`src/rtl/vp_key_event_queue.sv`:
```
// ---------------------------------------------------------------------------
// vp_key_event_queue
//
// Merges PS/2 key events and per-pad numeric keypad bits into one ordered
// stream of {ascii, released} events. The events are buffered in a FIFO and
// handed to the keymap scanner through a paced valid/ready port.
//
// Ports
//   clk_i          system clock
//   res_n_i        asynchronous reset, active low
//   ps2_key_i      [10] toggle, [9] pressed, [8] extended (ignored), [7:0] code
//   pad_keys_i     pad p keypad bits at [p*PAD_KEYS +: PAD_KEYS], 1 = held
//   ev_valid_o     event present on ev_ascii_o / ev_released_o
//   ev_ready_i     consumer accepts the presented event
//   ev_ascii_o     event character
//   ev_released_o  1 = key release, 0 = key press
//   level_o        FIFO occupancy (includes the entry being presented)
//   overflow_o     sticky, set when a PS/2 event had to be dropped
// ---------------------------------------------------------------------------
module vp_key_event_queue #(
  parameter int NUM_PADS   = 2,
  parameter int PAD_KEYS   = 10,
  parameter int DEPTH      = 8,
  parameter int GAP_CYCLES = 0
) (
  input  logic                         clk_i,
  input  logic                         res_n_i,
  input  logic [10:0]                  ps2_key_i,
  input  logic [NUM_PADS*PAD_KEYS-1:0] pad_keys_i,
  output logic                         ev_valid_o,
  input  logic                         ev_ready_i,
  output logic [7:0]                   ev_ascii_o,
  output logic                         ev_released_o,
  output logic [$clog2(DEPTH):0]       level_o,
  output logic                         overflow_o
);

  localparam int PW = $clog2(DEPTH);
  localparam int LW = PW + 1;

  typedef enum logic [1:0] {
    ST_IDLE    = 2'd0,
    ST_PRESENT = 2'd1,
    ST_GAP     = 2'd2
  } state_e;

  // Scancode (set 2) to character. Bit 8 of the result flags a mapped code.
  function automatic logic [8:0] ps2_map(input logic [7:0] code);
    logic [8:0] r;
    r = 9'h000;
    case (code)
      8'h45: r = {1'b1, 8'h30};  // 0
      8'h16: r = {1'b1, 8'h31};  // 1
      8'h1E: r = {1'b1, 8'h32};  // 2
      8'h26: r = {1'b1, 8'h33};  // 3
      8'h25: r = {1'b1, 8'h34};  // 4
      8'h2E: r = {1'b1, 8'h35};  // 5
      8'h36: r = {1'b1, 8'h36};  // 6
      8'h3D: r = {1'b1, 8'h37};  // 7
      8'h3E: r = {1'b1, 8'h38};  // 8
      8'h46: r = {1'b1, 8'h39};  // 9
      8'h1C: r = {1'b1, 8'h61};  // a
      8'h32: r = {1'b1, 8'h62};  // b
      8'h21: r = {1'b1, 8'h63};  // c
      8'h23: r = {1'b1, 8'h64};  // d
      8'h24: r = {1'b1, 8'h65};  // e
      8'h2B: r = {1'b1, 8'h66};  // f
      8'h34: r = {1'b1, 8'h67};  // g
      8'h33: r = {1'b1, 8'h68};  // h
      8'h43: r = {1'b1, 8'h69};  // i
      8'h3B: r = {1'b1, 8'h6A};  // j
      8'h42: r = {1'b1, 8'h6B};  // k
      8'h4B: r = {1'b1, 8'h6C};  // l
      8'h3A: r = {1'b1, 8'h6D};  // m
      8'h31: r = {1'b1, 8'h6E};  // n
      8'h44: r = {1'b1, 8'h6F};  // o
      8'h4D: r = {1'b1, 8'h70};  // p
      8'h15: r = {1'b1, 8'h71};  // q
      8'h2D: r = {1'b1, 8'h72};  // r
      8'h1B: r = {1'b1, 8'h73};  // s
      8'h2C: r = {1'b1, 8'h74};  // t
      8'h3C: r = {1'b1, 8'h75};  // u
      8'h2A: r = {1'b1, 8'h76};  // v
      8'h1D: r = {1'b1, 8'h77};  // w
      8'h22: r = {1'b1, 8'h78};  // x
      8'h35: r = {1'b1, 8'h79};  // y
      8'h1A: r = {1'b1, 8'h7A};  // z
      8'h29: r = {1'b1, 8'h20};  // space
      8'h79: r = {1'b1, 8'h2B};  // + (keypad)
      8'h4E: r = {1'b1, 8'h2D};  // -
      8'h7B: r = {1'b1, 8'h2D};  // - (keypad)
      8'h7C: r = {1'b1, 8'h2A};  // * (keypad)
      8'h4A: r = {1'b1, 8'h2F};  // / (main and keypad share the code)
      8'h55: r = {1'b1, 8'h3D};  // =
      8'h5A: r = {1'b1, 8'h0A};  // enter
      8'h66: r = {1'b1, 8'h08};  // backspace
      8'h1F: r = {1'b1, 8'h11};  // left GUI
      8'h27: r = {1'b1, 8'h12};  // right GUI
      default: r = 9'h000;
    endcase
    return r;
  endfunction

  // -------------------------------------------------------------------------
  // PS/2 input stage
  // -------------------------------------------------------------------------
  logic       ps2_tog_q;
  logic       ps2_tog_prev_q;
  logic       ps2_pressed_q;
  logic [7:0] ps2_code_q;
  logic       ps2_primed_q;
  logic       ps2_ext_unused;
  logic [8:0] ps2_lookup;
  logic       ps2_ev;

  assign ps2_ext_unused = ps2_key_i[8];

  always_ff @(posedge clk_i or negedge res_n_i) begin
    if (!res_n_i) begin
      ps2_tog_q      <= 1'b0;
      ps2_tog_prev_q <= 1'b0;
      ps2_pressed_q  <= 1'b0;
      ps2_code_q     <= 8'h00;
      ps2_primed_q   <= 1'b0;
    end else begin
      ps2_tog_q     <= ps2_key_i[10];
      ps2_pressed_q <= ps2_key_i[9];
      ps2_code_q    <= ps2_key_i[7:0];
      ps2_primed_q  <= 1'b1;
      // On the first edge after reset both copies take the live toggle, so
      // whatever level the keyboard side holds is not mistaken for an event.
      ps2_tog_prev_q <= ps2_primed_q ? ps2_tog_q : ps2_key_i[10];
    end
  end

  assign ps2_lookup = ps2_map(ps2_code_q);
  assign ps2_ev     = ps2_primed_q && (ps2_tog_q != ps2_tog_prev_q) && ps2_lookup[8];

  // -------------------------------------------------------------------------
  // Pad input stage: OR each keypad bit across all pads
  // -------------------------------------------------------------------------
  logic [NUM_PADS-1:0] pad_by_key [PAD_KEYS];
  logic [PAD_KEYS-1:0] pad_or;
  logic [PAD_KEYS-1:0] pad_cur_q;
  logic [PAD_KEYS-1:0] pad_rep_q;
  logic [PAD_KEYS-1:0] pad_sel;
  logic                pad_pend;
  logic [7:0]          pad_ascii;
  logic                pad_rel;
  logic                pad_take;

  for (genvar gi = 0; gi < PAD_KEYS; gi++) begin : g_key
    for (genvar gp = 0; gp < NUM_PADS; gp++) begin : g_pad
      assign pad_by_key[gi][gp] = pad_keys_i[gp*PAD_KEYS + gi];
    end
    assign pad_or[gi] = |pad_by_key[gi];
  end

  // Scan downwards so the lowest differing key ends up selected.
  always_comb begin
    pad_pend  = 1'b0;
    pad_sel   = '0;
    pad_ascii = 8'h00;
    pad_rel   = 1'b0;
    for (int k = PAD_KEYS - 1; k >= 0; k--) begin
      if (pad_cur_q[k] != pad_rep_q[k]) begin
        pad_pend   = 1'b1;
        pad_sel    = '0;
        pad_sel[k] = 1'b1;
        pad_ascii  = (k == 9) ? 8'h30 : 8'(49 + k);
        pad_rel    = ~pad_cur_q[k];
      end
    end
  end

  // The reported vector only advances when its event actually enters the
  // FIFO, so a pad change can wait behind PS/2 traffic or a full FIFO
  // without being lost.
  always_ff @(posedge clk_i or negedge res_n_i) begin
    if (!res_n_i) begin
      pad_cur_q <= '0;
      pad_rep_q <= '0;
    end else begin
      pad_cur_q <= pad_or;
      if (pad_take) begin
        pad_rep_q <= (pad_rep_q & ~pad_sel) | (pad_cur_q & pad_sel);
      end
    end
  end

  // -------------------------------------------------------------------------
  // FIFO and write arbitration
  // -------------------------------------------------------------------------
  logic [8:0]    mem_q [DEPTH];
  logic [PW-1:0] wr_ptr_q;
  logic [PW-1:0] rd_ptr_q;
  logic [LW-1:0] count_q;
  logic          overflow_q;
  logic          fifo_full;
  logic          fifo_nonempty;
  logic          pop;
  logic          wr_room;
  logic          wr_en;
  logic [8:0]    wr_data;
  logic          ovf_set;

  state_e        state_q, state_d;

  assign fifo_full     = (count_q == LW'(DEPTH));
  assign fifo_nonempty = (count_q != '0);
  // An accepted event frees its slot in the same cycle a write lands.
  assign pop           = (state_q == ST_PRESENT) && ev_ready_i;
  assign wr_room       = !fifo_full || pop;

  always_comb begin
    wr_en    = 1'b0;
    wr_data  = 9'h000;
    pad_take = 1'b0;
    ovf_set  = 1'b0;
    if (ps2_ev) begin
      if (wr_room) begin
        wr_en   = 1'b1;
        wr_data = {ps2_lookup[7:0], ~ps2_pressed_q};
      end else begin
        ovf_set = 1'b1;
      end
    end else if (pad_pend && wr_room) begin
      wr_en    = 1'b1;
      wr_data  = {pad_ascii, pad_rel};
      pad_take = 1'b1;
    end
  end

  // Storage carries no reset so it can map onto block RAM.
  always_ff @(posedge clk_i) begin
    if (wr_en) begin
      mem_q[wr_ptr_q] <= wr_data;
    end
  end

  always_ff @(posedge clk_i or negedge res_n_i) begin
    if (!res_n_i) begin
      wr_ptr_q   <= '0;
      rd_ptr_q   <= '0;
      count_q    <= '0;
      overflow_q <= 1'b0;
    end else begin
      if (wr_en) begin
        wr_ptr_q <= wr_ptr_q + 1'b1;
      end
      if (pop) begin
        rd_ptr_q <= rd_ptr_q + 1'b1;
      end
      if (wr_en && !pop) begin
        count_q <= count_q + 1'b1;
      end else if (!wr_en && pop) begin
        count_q <= count_q - 1'b1;
      end
      if (ovf_set) begin
        overflow_q <= 1'b1;
      end
    end
  end

  // -------------------------------------------------------------------------
  // Output FSM
  // -------------------------------------------------------------------------
  logic        valid_q, valid_d;
  logic [7:0]  ascii_q, ascii_d;
  logic        rel_q, rel_d;
  logic [15:0] gap_q, gap_d;
  logic [8:0]  head;

  assign head = mem_q[rd_ptr_q];

  always_ff @(posedge clk_i or negedge res_n_i) begin
    if (!res_n_i) begin
      state_q <= ST_IDLE;
      valid_q <= 1'b0;
      ascii_q <= 8'h00;
      rel_q   <= 1'b0;
      gap_q   <= 16'd0;
    end else begin
      state_q <= state_d;
      valid_q <= valid_d;
      ascii_q <= ascii_d;
      rel_q   <= rel_d;
      gap_q   <= gap_d;
    end
  end

  always_comb begin
    state_d = state_q;
    valid_d = valid_q;
    ascii_d = ascii_q;
    rel_d   = rel_q;
    gap_d   = gap_q;
    case (state_q)
      ST_IDLE: begin
        if (fifo_nonempty) begin
          valid_d = 1'b1;
          ascii_d = head[8:1];
          rel_d   = head[0];
          state_d = ST_PRESENT;
        end
      end
      ST_PRESENT: begin
        if (ev_ready_i) begin
          valid_d = 1'b0;
          if (GAP_CYCLES == 0) begin
            state_d = ST_IDLE;
          end else begin
            state_d = ST_GAP;
            gap_d   = 16'(GAP_CYCLES - 1);
          end
        end
      end
      ST_GAP: begin
        // The last gap cycle also does the IDLE look-ahead, so the low time
        // between two events is exactly GAP_CYCLES cycles.
        if (gap_q == 16'd0) begin
          if (fifo_nonempty) begin
            valid_d = 1'b1;
            ascii_d = head[8:1];
            rel_d   = head[0];
            state_d = ST_PRESENT;
          end else begin
            state_d = ST_IDLE;
          end
        end else begin
          gap_d = gap_q - 16'd1;
        end
      end
      default: begin
        state_d = ST_IDLE;
        valid_d = 1'b0;
      end
    endcase
  end

  assign ev_valid_o    = valid_q;
  assign ev_ascii_o    = ascii_q;
  assign ev_released_o = rel_q;
  assign level_o       = count_q;
  assign overflow_o    = overflow_q;

endmodule

```
`config.mk`:
```
export PLATFORM = sky130hd
export DESIGN_NAME = vp_key_event_queue
export DESIGN_NICKNAME = d
export VERILOG_FILES = /design/src/rtl/vp_key_event_queue.sv
export SDC_FILE = /design/constraint.sdc
export NUM_CORES = 1
export LEC_CHECK = 0
export ABC_AREA = 1
export ABC_CLOCK_PERIOD_IN_PS = 3200
export CAP_MARGIN = 20
export CORE_UTILIZATION = 54
export DETAILED_ROUTE_END_ITERATION = 10
export PLACE_DENSITY = 0.85
export SETUP_SLACK_MARGIN = 0.1
export SLEW_MARGIN = 20
export SYNTH_ARGS = -nofsm -noshare
export SYNTH_HDL_FRONTEND = slang
export SYNTH_SLANG_ARGS = --single-unit
```
`constraint.sdc`:
```
create_clock -name clk_i -period 3.2 [get_ports clk_i]
set_input_delay 0.48 -clock clk_i [delete_from_list [all_inputs] [get_ports clk_i]]
set_output_delay 0.48 -clock clk_i [all_outputs]
set_load 0.05 [all_outputs]
```
==> results of run 1 <==
-- metrics by stage --
| step | hold WS, ns | area, um^2 | total power (uW) | instances |
|---|---|---|---|---|
| 2_1_floorplan | 0.184 | 6040 | 4190 | 639 |
| 3_3_place_gp | 0.461 | 6800 | 4880 | 835 |
| 3_5_place_dp | 0.468 | 6800 | 5000 | 835 |
| 4_1_cts | 0.0567 | 7390 | 6850 | 869 |
| 5_1_grt | 0.0761 | 7620 | 7300 | 880 |
| 6_report | 0.0424 | 7620 | 6910 | 880 |
-- what timing repair did --
item | 4_1_cts | 5_1_grt
pin swaps | 1 | 19
endpoints found under the setup margin | 1 | 1
buffers inserted | 2 | 11
gates resized for setup | 3 | 35
-- per-layer routing --
metal,track usage [%],vias up,part of all wire (%),wire length [um]
met5,0,-,0,0
met1,31.0,2325,40,5620
met3,5.51,22,5.0,710
li1,-,2362,-,-
met2,45.8,173,54,7560
met4,10.1,0,1.5,212
-- worst max path at each step --
stage,end,slack (ns)
final,level_o[3]$_DFFE_PN0P_,0.24
after global routing,level_o[3]$_DFFE_PN0P_,0.04
after CTS,level_o[3]$_DFFE_PN0P_,0.10
after detailed placement,level_o[3]$_DFFE_PN0P_,0.11
after global placement,level_o[3]$_DFFE_PN0P_,0.18
after floorplan,level_o[3]$_DFFE_PN0P_,0.26
-- cells in the mapped netlist (all sizes together) --
| library cell | n |
|---|---|
| clkbuf | 15 |
| a21oi | 16 |
| a21o | 1 |
| xnor2 | 4 |
| nand2 | 139 |
| conb | 2 |
| a22oi | 1 |
| o21ai | 56 |
| o22ai | 1 |
| buf | 8 |
| nor4 | 2 |
| nand3 | 41 |
| or2 | 13 |
| nor2 | 71 |
| nor3 | 12 |
| edfxtp | 64 |
| mux2i | 11 |
| dfrtp | 53 |
| a31oi | 6 |
| o32ai | 5 |
| inv | 59 |
| mux2 | 2 |
| xor2 | 5 |
| o211ai | 10 |
| nand4 | 7 |
| o221ai | 12 |
| clkinv | 3 |
| o21a | 1 |
| ha | 16 |
| fa | 1 |
| o31ai | 1 |
| o21bai | 1 |
-- layout by cell type (no fill, tap or decap), types with 5 or more instances in the layout --
cell type / synthesis / final
nor2_1: 66 / 63
nor2_2: 5 / 5
o32ai_1: 5 / 5
nand3_1: 32 / 30
ha_1: 16 / 10
inv_2: 2 / 7
o21ai_0: 42 / 42
inv_1: 56 / 51
nand2_1: 132 / 125
nand2_2: 5 / 12
mux2i_1: 11 / 11
nor3_1: 11 / 11
clkdlybuf4s50_1: 0 / 45
or2_2: 12 / 12
o221ai_1: 12 / 12
o211ai_1: 10 / 10
clkbuf_16: 0 / 16
a21oi_1: 15 / 14
o21ai_1: 14 / 13
edfxtp_1: 64 / 64
nand4_1: 6 / 6
nand3_2: 8 / 10
buf_4: 2 / 42
dfrtp_1: 53 / 52
-- worst register-to-register path, stage by stage, from the launching register on --
cell and delay, ns:
dfrtp_1 0.41, buf_4 0.16, ha_1 0.18, inv_1 0.08
nand2_2 0.09, nand2_2 0.09, o21ai_1 0.06, nand2_1 0.10
nand3_2 0.09, nand2_2 0.10, nand4_4 0.12, nand2_4 0.13
ha_4 0.15, inv_2 0.05, ha_1 0.28, a21o_1 0.17
a21oi_2 0.14, nor2_1 0.06, nor2_1 0.12, nand2_1 0.10
xor2_1 0.17
-- area by class of cell --
class | instances | area, um^2
clock buffers | 20 | 435
clock inverters | 12 | 131
fillers | 785 | 3270
inverters | 62 | 235
multi-input cells | 437 | 2570
flip-flops and latches | 117 | 3250
well taps | 140 | 175
repair buffers | 92 | 825
-- cell families (layout without fill, tap and decap cells) --
family	after synthesis	in the layout	share of synthesized area [%]
AO/OA/AOI/OAI	111	111	11.4
other	2	2	0.124
AND/OR/NAND/NOR	285	285	21.6
flip-flops	117	117	53.7
adder cells (fa/ha/maj)	17	17	3.64
XOR/XNOR	9	9	1.43
multiplexers	13	13	2.19
buffers and inverters	85	186	5.88
-- power by group through the flow --
stage	clock, uW	sequential (uW)	combinational, uW
finish	1780	2470	2660
floorplan	0	2690	1500
global route	1880	2510	2900
detailed placement	0	2480	2520
CTS	1810	2460	2580
global placement	0	2450	2430
-- sequential cells by signal, indices dropped and copies added (netlist names), 3 cells and up, named ones only --
signal / flops
level_o: 4
pad_cur_q: 10
ev_ascii_o: 7
mem_q: 64
wr_ptr_q: 3
ps2_code_q: 8
rd_ptr_q: 3
==> flow_summary.toml, run 1 <==
[run_status]
outcome = "completed"

[global_routing]
grtUsageTotal_pct = 26.0
antenna_found_initial = 0
grt_pass1_wl_mm = 22.8
grt_pass1_vias = 4836
grt_remaining_overflow = 0
grt_max_degree = 35

[placement]
dp.final_hpwl_mm = 9.34
pre_cts_slack_ns = 0.109
portBuffers = 46
globalplace.congestion = 0.854

[timing]
timing.final.ws_setup_ns = 0.237
min_period_over_period_pct = 92.6
slew_headroom_pct = 33.5
fmax_mhz = 337
setup_viol_count_final = 0
fin_setup_tns_ns = 0
fin_crit_ns = 2.96
rsz0062_at_grt = "false"
finalHoldViolations = 0
worst_slew_pin_slew_ns = 0.998
skew_ns = 0.00842
maxSlewViolCount = 0

[logic_synthesis]
synth.distinct_cells = 49
synth_top_cell_by_area = "edfxtp_1"
syn_nets = 690
syn_inst = 639
synth-seq-cells = 117
synth_top_area_share_pct = 31.8
yosysWarnings = 0
synthTopCellsByArea = "edfxtp_1, dfrtp_1, nand2_1"
synth_area_mm2 = 0.00604
ys_seq_area_share_pct = 53.7
syn_avg_cell_area_um2 = 9.46

[die]
dieHeight_um = 108
core_mm2 = 0.0109
io_pins = 49
die_area_mm2 = 0.0116
die_w_um = 108
placementRows = 38
start_util_pct = 55.5

[worst_setup_path]
path_buf_inv = 3
crit_path_start = "ps2_code_q[1]$_DFF_PN0_"
rrSetupSlack_ns = 0.24
crit_cells = 20
path_max_fanout = 4
end_kind = "flop"
required_ns = 3.59
critical_path_arrival_ns = 3.35
worstSetupPathType = "flop to flop"
setup.worst_path.start_class = "flop"
critical_path.cell_chain = "buf_4 > ha_1 > inv_1 > nand2_2 > nand2_2 > o21ai_1 > nand2_1 > nand3_2 > nand2_2 > nand4_4 > nand2_4 > ha_4 > inv_2 > ha_1 > a21o_1 > a21oi_2 > nor2_1 > nor2_1 > nand2_1 > xor2_1"
rr_startpoint = "ps2_code_q[1]$_DFF_PN0_"
rr_worst_depth = 20
crit_path_frequent_cell = "nand2_2"
r2r_end = "level_o[3]$_DFFE_PN0P_"
slowest_delay_ns = 0.41
slowest_stage = "dfrtp_1"
crit_family = "simple AND/OR/NAND/NOR gates"

[layout]
diodes = 0
areaGrowthSynthToFinish_pct = 26.1
drive_gt1_share_pct = 20.0
utilization_pct = 70.0
fin_nets = 778

[clock_network]
clock_sinks = 117
cts_hold_buf = 0
numCtsBuffers = 17
tritoncts = "yes"
clk_path_buf_depth = 2
cts.clk_slew.worst_paths_ns = 0.06
htreeDepth = 4
root_buffer = "clkbuf_8"
clock_latency_ns = 0.51

[job]
drv_cap = 0

[routing]
drc = 0
wl_per_cell_um = 16.0
first_pass_iters = 5
drtIter0Drc = 428
routed_via_density = 5.55
vias = 4882
drt-total-wl_mm = 14.1
route.antenna.remaining_nets = 0

[pwr]
worst_ir_drop_vdd_v = 0.000573
p_comb_share_pct = 38.4
p_sw_uw = 2670
p_leak_uw = 0.00325
p_per_area_mw_per_mm2 = 907
clkPwrFrac_pct = 25.8
power_frac_seq_pct = 35.7
power.internal_uw = 4240
switching_share_pct = 38.7

[worst_hold_path]
hp-class = "primary input to async pin"
No activity file was read; power rests on OpenSTA's default activity.
==> run 2, diff against run 1 <==
- ABC_CLOCK_PERIOD_IN_PS: 3200 -> 3700
- CTS_CLUSTER_SIZE: default -> 25
- clock period: 3.2 -> 3.7 ns (I/O delays scaled with it)
==> run 2 against run 1 <==
Compared with the run above:
- worst hold slack better by 0.018 ns
- flip-flop and latch count stayed put
- register-to-register slack better by 0.14 ns
- core utilization is 3.1 points lower
- first-iteration DRC count is 18% lower
- global-route usage is 1.4 points lower
- wire length is 6.3% lower
- sequential power is 13% lower
- via count is 3.3% lower
- highest routed layer unchanged
==> flow_summary.toml, run 2 (synthesis gave the netlist of run 1 again) <==
[layout]
utilization_pct = 66.9
nFillCells = 831
areaGrowthSynthToFinish_pct = 20.5
drive_gt1_share_pct = 13.5
multiInputGateArea_mm2 = 0.00244
largest_reg_flops = 64
fin_nets = 750
diodes = 0
final_cell_mix = "nand2_1, nor2_1, edfxtp_1"
regMostFlops = "mem_q"
top_regs = "mem_q (64), pad_cur_q (10), ps2_code_q (8)"
mostFrequentLayoutCell = "nand2_1"
regArea_mm2 = 0.00325

[worst_setup_path]
crit_family = "simple AND/OR/NAND/NOR gates"
end_kind = "flop"
critical_path_arrival_ns = 3.73
r2r_end = "level_o[3]$_DFFE_PN0P_"
worstSetupPathType = "flop to flop"
rrSetupSlack_ns = 0.37
path_max_fanout = 9
rr_worst_depth = 19
slowest_delay_ns = 0.44
rr_startpoint = "ps2_code_q[1]$_DFF_PN0_"
path_buf_inv = 2
crit_path_frequent_cell = "nor2_1"
slowest_stage = "dfrtp_1"
setup.worst_path.start_class = "flop"
critical_path.cell_chain = "inv_2 > ha_1 > nand2_2 > o21ai_1 > nor2_1 > nor2_1 > nand2_1 > nand2_2 > nand4_4 > nand2_4 > ha_1 > inv_1 > ha_1 > a21o_1 > a21oi_1 > nor2_1 > nor2_1 > nand2_1 > xor2_1"
required_ns = 4.11

[clock_network]
cts.clk_slew.worst_paths_ns = 0.06
cts_hold_buf = 0
clock_latency_ns = 0.52
tritoncts = "yes"
root_buffer = "clkbuf_8"
clock_sinks = 117
numCtsBuffers = 17
clk_path_buf_depth = 2
htreeDepth = 4

[routing]
drtIter0Drc = 349
first_pass_iters = 5
wl_per_cell_um = 15.5
vias = 4722
drt-total-wl_mm = 13.2
route.antenna.remaining_nets = 0
drc = 0
routed_via_density = 5.54

[pwr]
worst_ir_drop_vdd_v = 0.000629
p_per_area_mw_per_mm2 = 812
p_leak_uw = 0.00311
power.total_uw = 5920

[die]
start_util_pct = 55.5
dieHeight_um = 108
io_pins = 49
placementRows = 38
core_mm2 = 0.0109
die_area_mm2 = 0.0116
die_w_um = 108

[global_routing]
grt_max_degree = 35
grt_pass1_vias = 4586
grtUsageTotal_pct = 24.6
grt_remaining_overflow = 0
grt_pass1_wl_mm = 21.8
antenna_found_initial = 0

[timing]
worst_slew_pin_slew_ns = 0.984
finalHoldViolations = 0
rsz0062_at_grt = "false"
maxSlewViolCount = 0
slew_headroom_pct = 33.7
fmax_mhz = 301
setup_viol_count_final = 0
min_period_over_period_pct = 89.9
fin_crit_ns = 3.33
skew_ns = 0.00572
fin_setup_tns_ns = 0
timing.hold.ws_ns = 0.0605

[placement]
globalplace.congestion = 0.963
dp.final_hpwl_mm = 9.19
portBuffers = 46

[job]
drv_cap = 0

[run_status]
outcome = "completed"

[worst_hold_path]
hp-class = "primary input to async pin"
==> run 2: cell types whose count changed in the layout (fill, tap and decap cells not counted), sizes merged <==
cell,change
clkinv,+1
clkbuf,-3
inv,+2
buf,-28
bufinv,+1
clkinvlp,-1
==> run 2: per-stage QoR <==
step	worst slack [ns]	instance area, um^2	instances
after floorplan	0.758	6040	639
after global placement	0.391	6680	819
after detailed placement	0.335	6680	819
after CTS	0.317	7280	851
after global routing	0.101	7280	852
final	0.373	7280	852
==> run 2: final cells by class <==
class / instances / area share, %
repair buffers: 64 / 8.11
flip-flops and latches: 117 / 44.6
well taps: 140 / 2.40
clock inverters: 15 / 2.46
inverters: 62 / 3.23
multi-input cells: 437 / 33.5
clock buffers: 17 / 5.69
==> run 2: what timing repair did <==
action,CTS,global route
buffers inserted,0,1
setup endpoints to repair,0,1
resized for setup,0,2
hold endpoints to repair,0,0
==> run 2: report_power, final <==
part | internal (uW) | switching [uW] | total, uW
logic | 742 | 1410 | 2150
registers | 1880 | 257 | 2140
clock network | 1030 | 599 | 1630
==> run 2: how the worst max path moves through the flow <==
stage                       startpoint                     end  slack, ns  cells after the start
2_1_floorplan  ps2_code_q[1]$_DFF_PN0_  level_o[3]$_DFFE_PN0P_       0.76                     19
3_5_place_dp   ps2_code_q[1]$_DFF_PN0_  level_o[3]$_DFFE_PN0P_       0.33                     19
4_1_cts        ps2_code_q[1]$_DFF_PN0_  level_o[3]$_DFFE_PN0P_       0.32                     19
3_3_place_gp                ev_ready_i  level_o[3]$_DFFE_PN0P_       0.39                     16
5_1_grt        ps2_code_q[0]$_DFF_PN0_  level_o[3]$_DFFE_PN0P_       0.10                     21
6_report       ps2_code_q[1]$_DFF_PN0_  level_o[3]$_DFFE_PN0P_       0.37                     19
==> run 2: layer usage <==
| layer | GRT usage (%) | up-vias | wire, um |
|---|---|---|---|
| met5 | 0 | - | 0 |
| met4 | 9.78 | 0 | 161 |
| met3 | 5.57 | 18 | 671 |
| met2 | 42.9 | 156 | 6850 |
| met1 | 29.3 | 2236 | 5540 |
| li1 | - | 2312 | - |
==> run 2: worst register-to-register path, cell delays in order (launching register included) <==
cell,delay [ns]
dfrtp_1,0.44
inv_2,0.17
ha_1,0.23
nand2_2,0.12
o21ai_1,0.29
nor2_1,0.11
nor2_1,0.12
nand2_1,0.07
nand2_2,0.11
nand4_4,0.17
nand2_4,0.15
ha_1,0.19
inv_1,0.09
ha_1,0.28
a21o_1,0.18
a21oi_1,0.15
nor2_1,0.06
nor2_1,0.08
nand2_1,0.07
xor2_1,0.14
==> run 3, diff against run 2 <==
- CAP_MARGIN: 20 -> default
- CORE_UTILIZATION: 54 -> 60
- PLACE_DENSITY: 0.85 -> 0.92
==> run 3 against run 2 <==
Compared with the run above:
- design area up 0.52%
- setup slack worse by 0.096 ns
- non-clock buffer count up 3
- flip-flop and latch count unchanged
- clock-buffer cell count up 4
- total power up 2.5%
- cell count down 0.47%
- die area down 9.8%
- combinational power up 6%
- fmax down 2.8%
- wire length up 8.3%
- largest power group unchanged
==> flow_summary.toml, run 3 (synthesis gave the netlist of run 1 again) <==
[routing]
drtIter0Drc = 318
drc = 0
route.antenna.remaining_nets = 0
first_pass_iters = 5
routed_via_density = 5.90
vias = 5003
wl_per_cell_um = 16.9
drt-total-wl_mm = 14.3

[die]
start_util_pct = 61.8
dieHeight_um = 102
io_pins = 49
placementRows = 36
die_area_mm2 = 0.0105
die_w_um = 102
core_mm2 = 0.00977

[clock_network]
numCtsBuffers = 17
clock_latency_ns = 0.53
post_cts_buffers = 0
tritoncts = "yes"
clock_sinks = 117
htreeDepth = 4
cts.clk_slew.worst_paths_ns = 0.06
clk_path_buf_depth = 2
root_buffer = "clkbuf_8"

[timing]
fin_setup_tns_ns = 0
timing.hold.ws_ns = 0.361
slew_headroom_pct = 31.3
min_period_over_period_pct = 92.5
rsz0062_at_grt = "false"
setup_viol_count_final = 0
timing.final.ws_setup_ns = 0.277
worst_slew_pin_slew_ns = 1.03
skew_ns = 0.0118
fin_crit_ns = 3.42
fmax_mhz = 292
finalHoldViolations = 0
maxSlewViolCount = 0

[layout]
fin_nets = 753
multiInputGateArea_mm2 = 0.00246
regArea_mm2 = 0.00325
drive_gt1_share_pct = 14.4
areaGrowthSynthToFinish_pct = 21.1
mostFrequentLayoutCell = "nand2_1"
largest_reg_flops = 64
diodes = 0
final_cell_mix = "nand2_1, nor2_1, edfxtp_1"
nFillCells = 613
regMostFlops = "mem_q"
top_regs = "mem_q (64), pad_cur_q (10), ps2_code_q (8)"

[pwr]
p_per_area_mw_per_mm2 = 828
worst_ir_drop_vdd_v = 0.000442
p_leak_uw = 0.00313

[worst_hold_path]
hp-class = "primary input to async pin"

[worst_setup_path]
required_ns = 4.11
end_kind = "flop"
rr_worst_depth = 19
rrSetupSlack_ns = 0.28
r2r_end = "level_o[3]$_DFFE_PN0P_"
path_max_fanout = 7
worstSetupPathType = "flop to flop"
rr_startpoint = "ps2_code_q[0]$_DFF_PN0_"
critical_path_arrival_ns = 3.83
setup.worst_path.start_class = "flop"

[run_status]
outcome = "completed"

[global_routing]
grt_remaining_overflow = 0
antenna_found_initial = 0
grtUsageTotal_pct = 29.8
grt_max_degree = 49
grt_pass1_vias = 4794
grt_pass1_wl_mm = 22.9

[placement]
pre_cts_slack_ns = 0.293
dp.final_hpwl_mm = 9.52
portBuffers = 46
globalplace.congestion = 0.923

[job]
drv_cap = 0
-- run 3: cell types whose count changed in the layout (fill, tap and decap cells not counted), sizes merged --
cell         change
clkbuf           +4
buf              +2
clkinv           -2
clkinvlp         -1
dlygate4sd3      +1
inv              -1
-- run 3: what timing repair did --
action,in CTS,in global routing
hold endpoints to repair,5,0
setup endpoints to repair,0,1
gates resized for setup,0,9
hold buffers,1,0
-- run 3: power breakdown --
part / total (uW) / internal, uW / leakage, uW / switching [uW]
Clock: 1650 / 1060 / 0.000287 / 585
Combinational: 2270 / 762 / 0.00165 / 1510
Sequential: 2140 / 1880 / 0.00120 / 264
-- run 3: worst max-delay path by stage --
| stage | slack (ns) | cells past startpoint | startpoint | to |
|---|---|---|---|---|
| floorplan | 0.76 | 19 | ps2_code_q[1]$_DFF_PN0_ | level_o[3]$_DFFE_PN0P_ |
| global placement | 0.42 | 16 | ev_ready_i | level_o[3]$_DFFE_PN0P_ |
| detailed placement | 0.29 | 16 | ev_ready_i | level_o[3]$_DFFE_PN0P_ |
| CTS | 0.17 | 19 | ps2_code_q[0]$_DFF_PN0_ | level_o[3]$_DFFE_PN0P_ |
| global route | 0.08 | 21 | ps2_code_q[0]$_DFF_PN0_ | level_o[3]$_DFFE_PN0P_ |
| finish | 0.28 | 19 | ps2_code_q[0]$_DFF_PN0_ | level_o[3]$_DFFE_PN0P_ |
-- run 3: cell type report --
| type | instances | share of cell area [%] |
|---|---|---|
| clock buffers | 21 | 6.13 |
| clock inverters | 11 | 2.03 |
| inverters | 62 | 3.21 |
| multi-input cells | 437 | 33.5 |
| flip-flops and latches | 117 | 44.4 |
| well taps | 133 | 2.27 |
| repair buffers | 67 | 8.41 |
-- run 3: critical path, cell delays in order (launching register included) --
cell,delay (ns)
dfrtp_2,0.43
inv_2,0.09
ha_1,0.30
nand2_1,0.11
a21oi_2,0.25
nand2_1,0.07
nand2_1,0.07
nand3_1,0.11
nand2_2,0.14
nand4_4,0.14
nand2_4,0.15
ha_1,0.22
inv_1,0.11
ha_1,0.30
a21o_1,0.21
a21oi_2,0.19
nor2_1,0.08
nor2_1,0.11
nand2_1,0.08
xor2_1,0.14
-- run 3: stage by stage --
step	utilization [%]	instances	area (um^2)	power, uW
6_report	74.9	848	7320	6070
5_1_grt	74.9	848	7320	6380
4_1_cts	74.7	848	7300	6030
3_5_place_dp	68.5	815	6700	4340
3_3_place_gp	68.5	815	6700	4180
2_1_floorplan	-	639	6040	3620
-- run 3: per-layer routing --
| metal | vias up | part of all wire, % | GRT usage, % |
|---|---|---|---|
| met4 | 0 | 3.0 | 13.7 |
| met2 | 271 | 52 | 51.9 |
| met3 | 52 | 7.2 | 7.66 |
| li1 | 2307 | - | - |
| met5 | - | 0 | 0 |
| met1 | 2373 | 37 | 34.5 |
